## src/rtl/alu_seq_muldiv.sv

```systemverilog
// rtl/alu_seq_muldiv.sv - handshaked execute unit: single-cycle base ALU ops, iterative RV32M mul/div
module alu_seq_muldiv #(
    parameter int XLEN     = 32,
    parameter bit EARLY_DZ = 1'b1
) (
    input  logic            clk,
    input  logic            reset,
    input  logic            in_valid,
    output logic            in_ready,
    input  logic [XLEN-1:0] A,
    input  logic [XLEN-1:0] B,
    input  logic [2:0]      funct3,
    input  logic            funct7_5,
    input  logic [2:0]      ALUControl,
    input  logic            is_muldiv,
    output logic            out_valid,
    input  logic            out_ready,
    output logic [XLEN-1:0] Result,
    output logic            Zero,
    output logic            busy
);
    localparam int SHW = $clog2(XLEN);
    localparam logic [XLEN-1:0] MIN_VAL = {1'b1, {(XLEN-1){1'b0}}};

    typedef enum logic [1:0] {IDLE, CALC, FIX, DONE} state_t;

    state_t            state, state_nxt;
    logic              accept;
    logic [SHW-1:0]    cnt;
    logic [2:0]        op_f3;
    logic              neg_res;
    logic              spec;
    logic [XLEN-1:0]   spec_val;
    logic [XLEN-1:0]   opnd;
    logic [2*XLEN-1:0] acc;
    logic [2*XLEN-1:0] acc_nxt;
    logic [XLEN-1:0]   alu_res;
    logic [XLEN-1:0]   fix_val;

    logic              is_div, b_zero, div_ovf, in_spec;
    logic [XLEN-1:0]   in_spec_val;
    logic              sgn_a, sgn_b, neg_a, neg_b, neg_res_in;
    logic [XLEN-1:0]   mag_a, mag_b;
    logic [SHW-1:0]    shamt;
    logic              lt;

    // Base ALU
    always_comb begin
        shamt   = B[SHW-1:0];
        lt      = funct3[0] ? (A < B) : ($signed(A) < $signed(B));
        alu_res = '0;
        case (ALUControl)
            3'b000:  alu_res = A + B;
            3'b001:  alu_res = A + ~B + XLEN'(1);
            3'b010:  alu_res = A & B;
            3'b011:  alu_res = A | B;
            3'b100:  alu_res = A ^ B;
            3'b101:  alu_res = {{(XLEN-1){1'b0}}, lt};
            default: begin
                if (!funct3[2])
                    alu_res = A << shamt;
                else if (funct7_5)
                    alu_res = $signed(A) >>> shamt;
                else
                    alu_res = A >> shamt;
            end
        endcase
    end

    // Operand conditioning on accept: magnitudes, result sign, RISC-V special cases
    always_comb begin
        is_div      = funct3[2];
        b_zero      = (B == '0);
        div_ovf     = !funct3[0] && (A == MIN_VAL) && (B == '1);
        in_spec     = is_div && (b_zero || div_ovf);
        if (b_zero)
            in_spec_val = funct3[1] ? A : '1;
        else
            in_spec_val = funct3[1] ? '0 : MIN_VAL;
        sgn_a       = is_div ? !funct3[0] : (funct3 == 3'b001 || funct3 == 3'b010);
        sgn_b       = is_div ? !funct3[0] : (funct3 == 3'b001);
        neg_a       = sgn_a & A[XLEN-1];
        neg_b       = sgn_b & B[XLEN-1];
        mag_a       = neg_a ? -A : A;
        mag_b       = neg_b ? -B : B;
        neg_res_in  = (is_div && funct3[1]) ? neg_a : (neg_a ^ neg_b);
    end

    // One shift-add or restoring-divide step per CALC cycle
    logic [XLEN:0] msum, trial, diff;
    always_comb begin
        msum    = {1'b0, acc[2*XLEN-1:XLEN]} + {1'b0, (acc[0] ? opnd : '0)};
        trial   = acc[2*XLEN-1:XLEN-1];
        diff    = trial - {1'b0, opnd};
        acc_nxt = {msum, acc[XLEN-1:1]};
        if (op_f3[2])
            acc_nxt = diff[XLEN] ? {trial[XLEN-1:0], acc[XLEN-2:0], 1'b0}
                                 : {diff[XLEN-1:0],  acc[XLEN-2:0], 1'b1};
    end

    logic [2*XLEN-1:0] prod_s;
    logic [XLEN-1:0]   quo, rem;
    always_comb begin
        prod_s = neg_res ? -acc : acc;
        quo    = acc[XLEN-1:0];
        rem    = acc[2*XLEN-1:XLEN];
        if (spec)
            fix_val = spec_val;
        else if (!op_f3[2])
            fix_val = (op_f3 == 3'b000) ? prod_s[XLEN-1:0] : prod_s[2*XLEN-1:XLEN];
        else if (op_f3[1])
            fix_val = neg_res ? -rem : rem;
        else
            fix_val = neg_res ? -quo : quo;
    end

    always_ff @(posedge clk) begin
        if (reset)
            state <= IDLE;
        else
            state <= state_nxt;
    end

    always_comb begin
        state_nxt = state;
        accept    = in_valid && (state == IDLE);
        in_ready  = (state == IDLE);
        out_valid = (state == DONE);
        busy      = (state != IDLE);
        case (state)
            IDLE: if (accept) begin
                if (!is_muldiv || (EARLY_DZ && in_spec))
                    state_nxt = DONE;
                else
                    state_nxt = CALC;
            end
            CALC: if (cnt == SHW'(XLEN-1)) state_nxt = FIX;
            FIX:  state_nxt = DONE;
            DONE: if (out_ready) state_nxt = IDLE;
            default: state_nxt = IDLE;
        endcase
    end

    always_ff @(posedge clk) begin
        if (reset) begin
            cnt      <= '0;
            Result   <= '0;
            Zero     <= 1'b1;
            acc      <= '0;
            opnd     <= '0;
            op_f3    <= '0;
            neg_res  <= 1'b0;
            spec     <= 1'b0;
            spec_val <= '0;
        end else begin
            case (state)
                IDLE: if (accept) begin
                    if (!is_muldiv) begin
                        Result <= alu_res;
                        Zero   <= (alu_res == '0);
                    end else begin
                        op_f3    <= funct3;
                        neg_res  <= neg_res_in;
                        spec     <= in_spec;
                        spec_val <= in_spec_val;
                        cnt      <= '0;
                        acc      <= {{XLEN{1'b0}}, (is_div ? mag_a : mag_b)};
                        opnd     <= is_div ? mag_b : mag_a;
                        if (EARLY_DZ && in_spec) begin
                            Result <= in_spec_val;
                            Zero   <= (in_spec_val == '0);
                        end
                    end
                end
                CALC: begin
                    acc <= acc_nxt;
                    cnt <= cnt + SHW'(1);
                end
                FIX: begin
                    Result <= fix_val;
                    Zero   <= (fix_val == '0);
                end
                default: ;
            endcase
        end
    end
endmodule

```

## config.mk

```make
export PLATFORM = sky130hd
export DESIGN_NAME = alu_seq_muldiv
export DESIGN_NICKNAME = d
export VERILOG_FILES = /design/src/rtl/alu_seq_muldiv.sv
export SDC_FILE = /design/constraint.sdc
export NUM_CORES = 2
export LEC_CHECK = 0
export BUFFER_PORTS_ARGS = -buffer_cell sky130_fd_sc_hd__buf_2
export CAP_MARGIN = 25
export CELL_PAD_IN_SITES_DETAIL_PLACEMENT = 1
export CELL_PAD_IN_SITES_GLOBAL_PLACEMENT = 2
export CORE_MARGIN = 10
export CORE_UTILIZATION = 37
export DETAILED_ROUTE_END_ITERATION = 8
export GPL_TIMING_DRIVEN = 0
export PLACE_DENSITY = 0.84
export SYNTH_ARGS = -nofsm -noshare
export SYNTH_HDL_FRONTEND = slang
export SYNTH_SLANG_ARGS = --single-unit
```

## constraint.sdc

```tcl
create_clock -name clk -period 5.9 [get_ports clk]
set_input_delay 0.59 -clock clk [delete_from_list [all_inputs] [get_ports clk]]
set_output_delay 0.59 -clock clk [all_outputs]
set_load 0.03 [all_outputs]
```

==> impl_metrics.ini <==
[run_status]
outcome = finished, violations left
failed_checks = negative setup slack

[synth]
synth.avg_cell_area_sq_um = 6.928
syn-num-nets = 4059
yosysTopAreaCell = dfxtp_1
synth_cell_types = 101
synthTopCellsByCount = 446 x nand2_1, 385 x nor2_1, 335 x a21oi_1, 269 x clkbuf_1, 228 x o21ai_0
synth_seq_cells = 173
ys_async_sr_fraction_pct = 0
syn_area_sq_mm = 0.02636
synth_flop_cell = dfxtp_1
synth.top_cell.area_share_pct = 13.14
synth_area_leaders = dfxtp_1 13%, ha_1 8.3%, a21oi_1 6.4%
postSynthCellCount = 3804
yosysMostFrequentCell = nand2_1
seq_area_frac_synth_pct = 13.14
synth_warnings = 0
synth_edf_count = 0

[drt]
detail-route-antenna-nets = 0
wire_per_inst_microns = 35.09
via_count = 33240
firstDrtPassIters = 6
drt-total-wl_microns = 171700
initialDrtViolationCount = 4150
vias_per_cell = 6.791
drc = 0

[power]
switchingPower_mw = 4.678
pwr-share-clk_pct = 14.7
p_int_mw = 3.526
p_per_area_mw_per_mm2 = 284.5
seqPwrFrac_pct = 19.5
p_comb_share_pct = 65.8
power_mw = 8.204
p_leak_nw = 10.95
ir_drop_uv = 255.3
swShare_pct = 57.02

[timing]
slew_viol_final = 0
finalCritPeriodShare_pct = 107.3
fin_skew_ps = 19.42
relSlewSlack_pct = 17.49
hold_viol_final = 0
finalSetupViolCount = 4
setup_tns_ps = -611.3
tightestPinTransition_ps = 1232
fin_crit_ps = 6330
fmax_ghz = 0.1580
layout_setup_ws_ps = -430.4
rsz0062_at_grt = true

[global_routing]
grt_max_degree = 20
antenna_found_initial = 7
overflow = 0
grt_pass1_wl_microns = 240800
grt_pass1_vias = 32120
grt_use_total_pct = 39.84

[setup_path]
r2r_slack_ps = 130
critPathKind = input port to flop
r2r-end = acc[32]$_SDFFE_PP0P_
ff2ff_path_depth = 16
reg2reg_from = acc[31]$_SDFFE_PP0P_
cp_slowest_cell = clkbuf_1
worstPathArrival_ps = 6730
cp_top_family = simple AND/OR/NAND/NOR gates
critical_path_required_ps = 6300
worst-path-buf-inv = 4
crit_path_cell_trace = buf_2 > clkbuf_1 > inv_1 > ha_1 > clkbuf_1 > nand2_1 > nor2_1 > nand4_1 > a2111oi_1 > a311oi_1 > a21oi_1 > a21oi_1 > o2bb2ai_1 > nand4_1 > or4b_1 > or4_1 > o31ai_1
crit_path_start_kind = input port
end_kind = flop
cp_max_fo = 10
cpPeakStageDelay_ps = 750

[clock_tree]
cts_tree = done
ctsHoldBuffers = 0
path_clk_slew_ps = 90
cts.sinks = 173
cts_root_buf = clkbuf_16
cts_buffers = 17
clock_path_buffers = 2
h-tree-depth = 4
insertion_delay_ps = 490

[worst_hold_path]
whs_path_depth = 2
holdCritStartpoint = opnd[7]$_SDFFE_PP0P_
holdPathEnd = opnd[7]$_SDFFE_PP0P_
worstHoldPathType = flop to flop

[cells_and_area]
drive_gt1_share_pct = 8.603
syn2layout_area_growth_pct = 9.414
design_area_sq_mm = 0.02884
final_nets = 4194
fillerInstances = 9079

[place]
port_buffers = 106
gp_congestion = 1.056
place_area_sq_mm = 0.02816
hpwl_microns = 138600

[die]
initial_core_util_pct = 37.51
num_io_pins = 112
die_area_sq_mm = 0.08231
dieHeight_microns = 286.9
die_w_microns = 286.9
core_area_sq_mm = 0.07027
rows = 97

[job]
cap_violations = 0
## registers in the layout, summed over array words and instances, names as in the netlist, 2 cells and up
signal    flops
opnd         32
state         2
Result       32
acc          64
spec_val     32
cnt           5
op_f3         3
## metal layers
metal  GRT usage, %  vias up  share of wire, %
met5              0        -             0.031
met4          32.84        8                10
met3          7.571      663               8.9
met2          61.41     2184                43
met1          47.71    16140                38
li1               -    14240                 -
## placed cells by master, fill, tap and decap left out, drive strengths merged, types with 71 or more instances in the layout
cell type,instances
inv,184
a21oi,336
nor3,98
clkbuf,282
mux2i,100
nand2,446
dfxtp,173
buf,177
xnor2,133
a211oi,81
nand3,78
o21ai,245
ha,175
nor2,386
o211ai,71
## tightest hold or removal path: stages (launching register included)
cell	delay [ps]
dfxtp_1	310
nand2_1	50
a21oi_1	50
## worst max path at each step
stage / startpoint / end / cells after the start
after floorplan: B[2] / Zero$_SDFFE_PP1P_ / 19
after global placement: B[2] / Zero$_SDFFE_PP1P_ / 20
after detailed placement: B[2] / Zero$_SDFFE_PP1P_ / 20
after CTS: A[22] / Zero$_SDFFE_PP1P_ / 17
after global routing: A[16] / Zero$_SDFFE_PP1P_ / 17
final: A[22] / Zero$_SDFFE_PP1P_ / 17
## stage by stage
stage / instances / util [%] / hold slack (ps) / setup slack, ps
final: 4894 / 41.04 / 454.4 / -430.4
after global placement: 4850 / 39.93 / 437.0 / -2907
after global routing: 4893 / 41.03 / 463.9 / -171.4
after detailed placement: 4860 / 40.07 / 442.1 / -2509
after CTS: 4889 / 40.95 / 454.3 / 41.07
after floorplan: 3804 / - / 426.8 / 395.7
## layout make-up
| type | instances | area (sq um) | area share, % |
|---|---|---|---|
| multi-input combinational | 3126 | 20950 | 72.65 |
| clock buffer | 17 | 425.4 | 1.475 |
| antenna | 2 | 5.005 | 0.01736 |
| buffer | 324 | 1338 | 4.638 |
| inverter | 177 | 668.1 | 2.317 |
| clock inverter | 15 | 162.7 | 0.5641 |
| sequential | 173 | 3463 | 12.01 |
| timing repair buffer | 120 | 648.1 | 2.248 |
| tap | 940 | 1176 | 4.079 |
## repair_timing
| action | 4_1_cts | 5_1_grt |
|---|---|---|
| setup buffers | 1 | 0 |
| endpoints found under the setup margin | 36 | 9 |
| resized for setup | 20 | 6 |
| hold endpoints to repair | 0 | 0 |
## kinds of logic after synthesis
kind of cell	Yosys count	share of synthesized area (%)
and+or+nand+nor	1313	23.07
AOI/OAI and AO/OA	1263	31.74
buffers and inverters	505	7.582
xor gates and xnor gates	190	6.314
muxes	181	9.538
adders and majority gates	179	8.612
DFF	173	13.14
## power by group through the flow
stage	combinational [mW]	clock, mW	sequential [mW]
after CTS	5.14	1.21	1.59
after detailed placement	5.12	0	1.61
after global placement	5.09	0	1.61
final	5.40	1.21	1.60
after global routing	5.61	1.25	1.61
after floorplan	3.11	0	1.61
No activity file was read; power rests on OpenSTA's default activity.
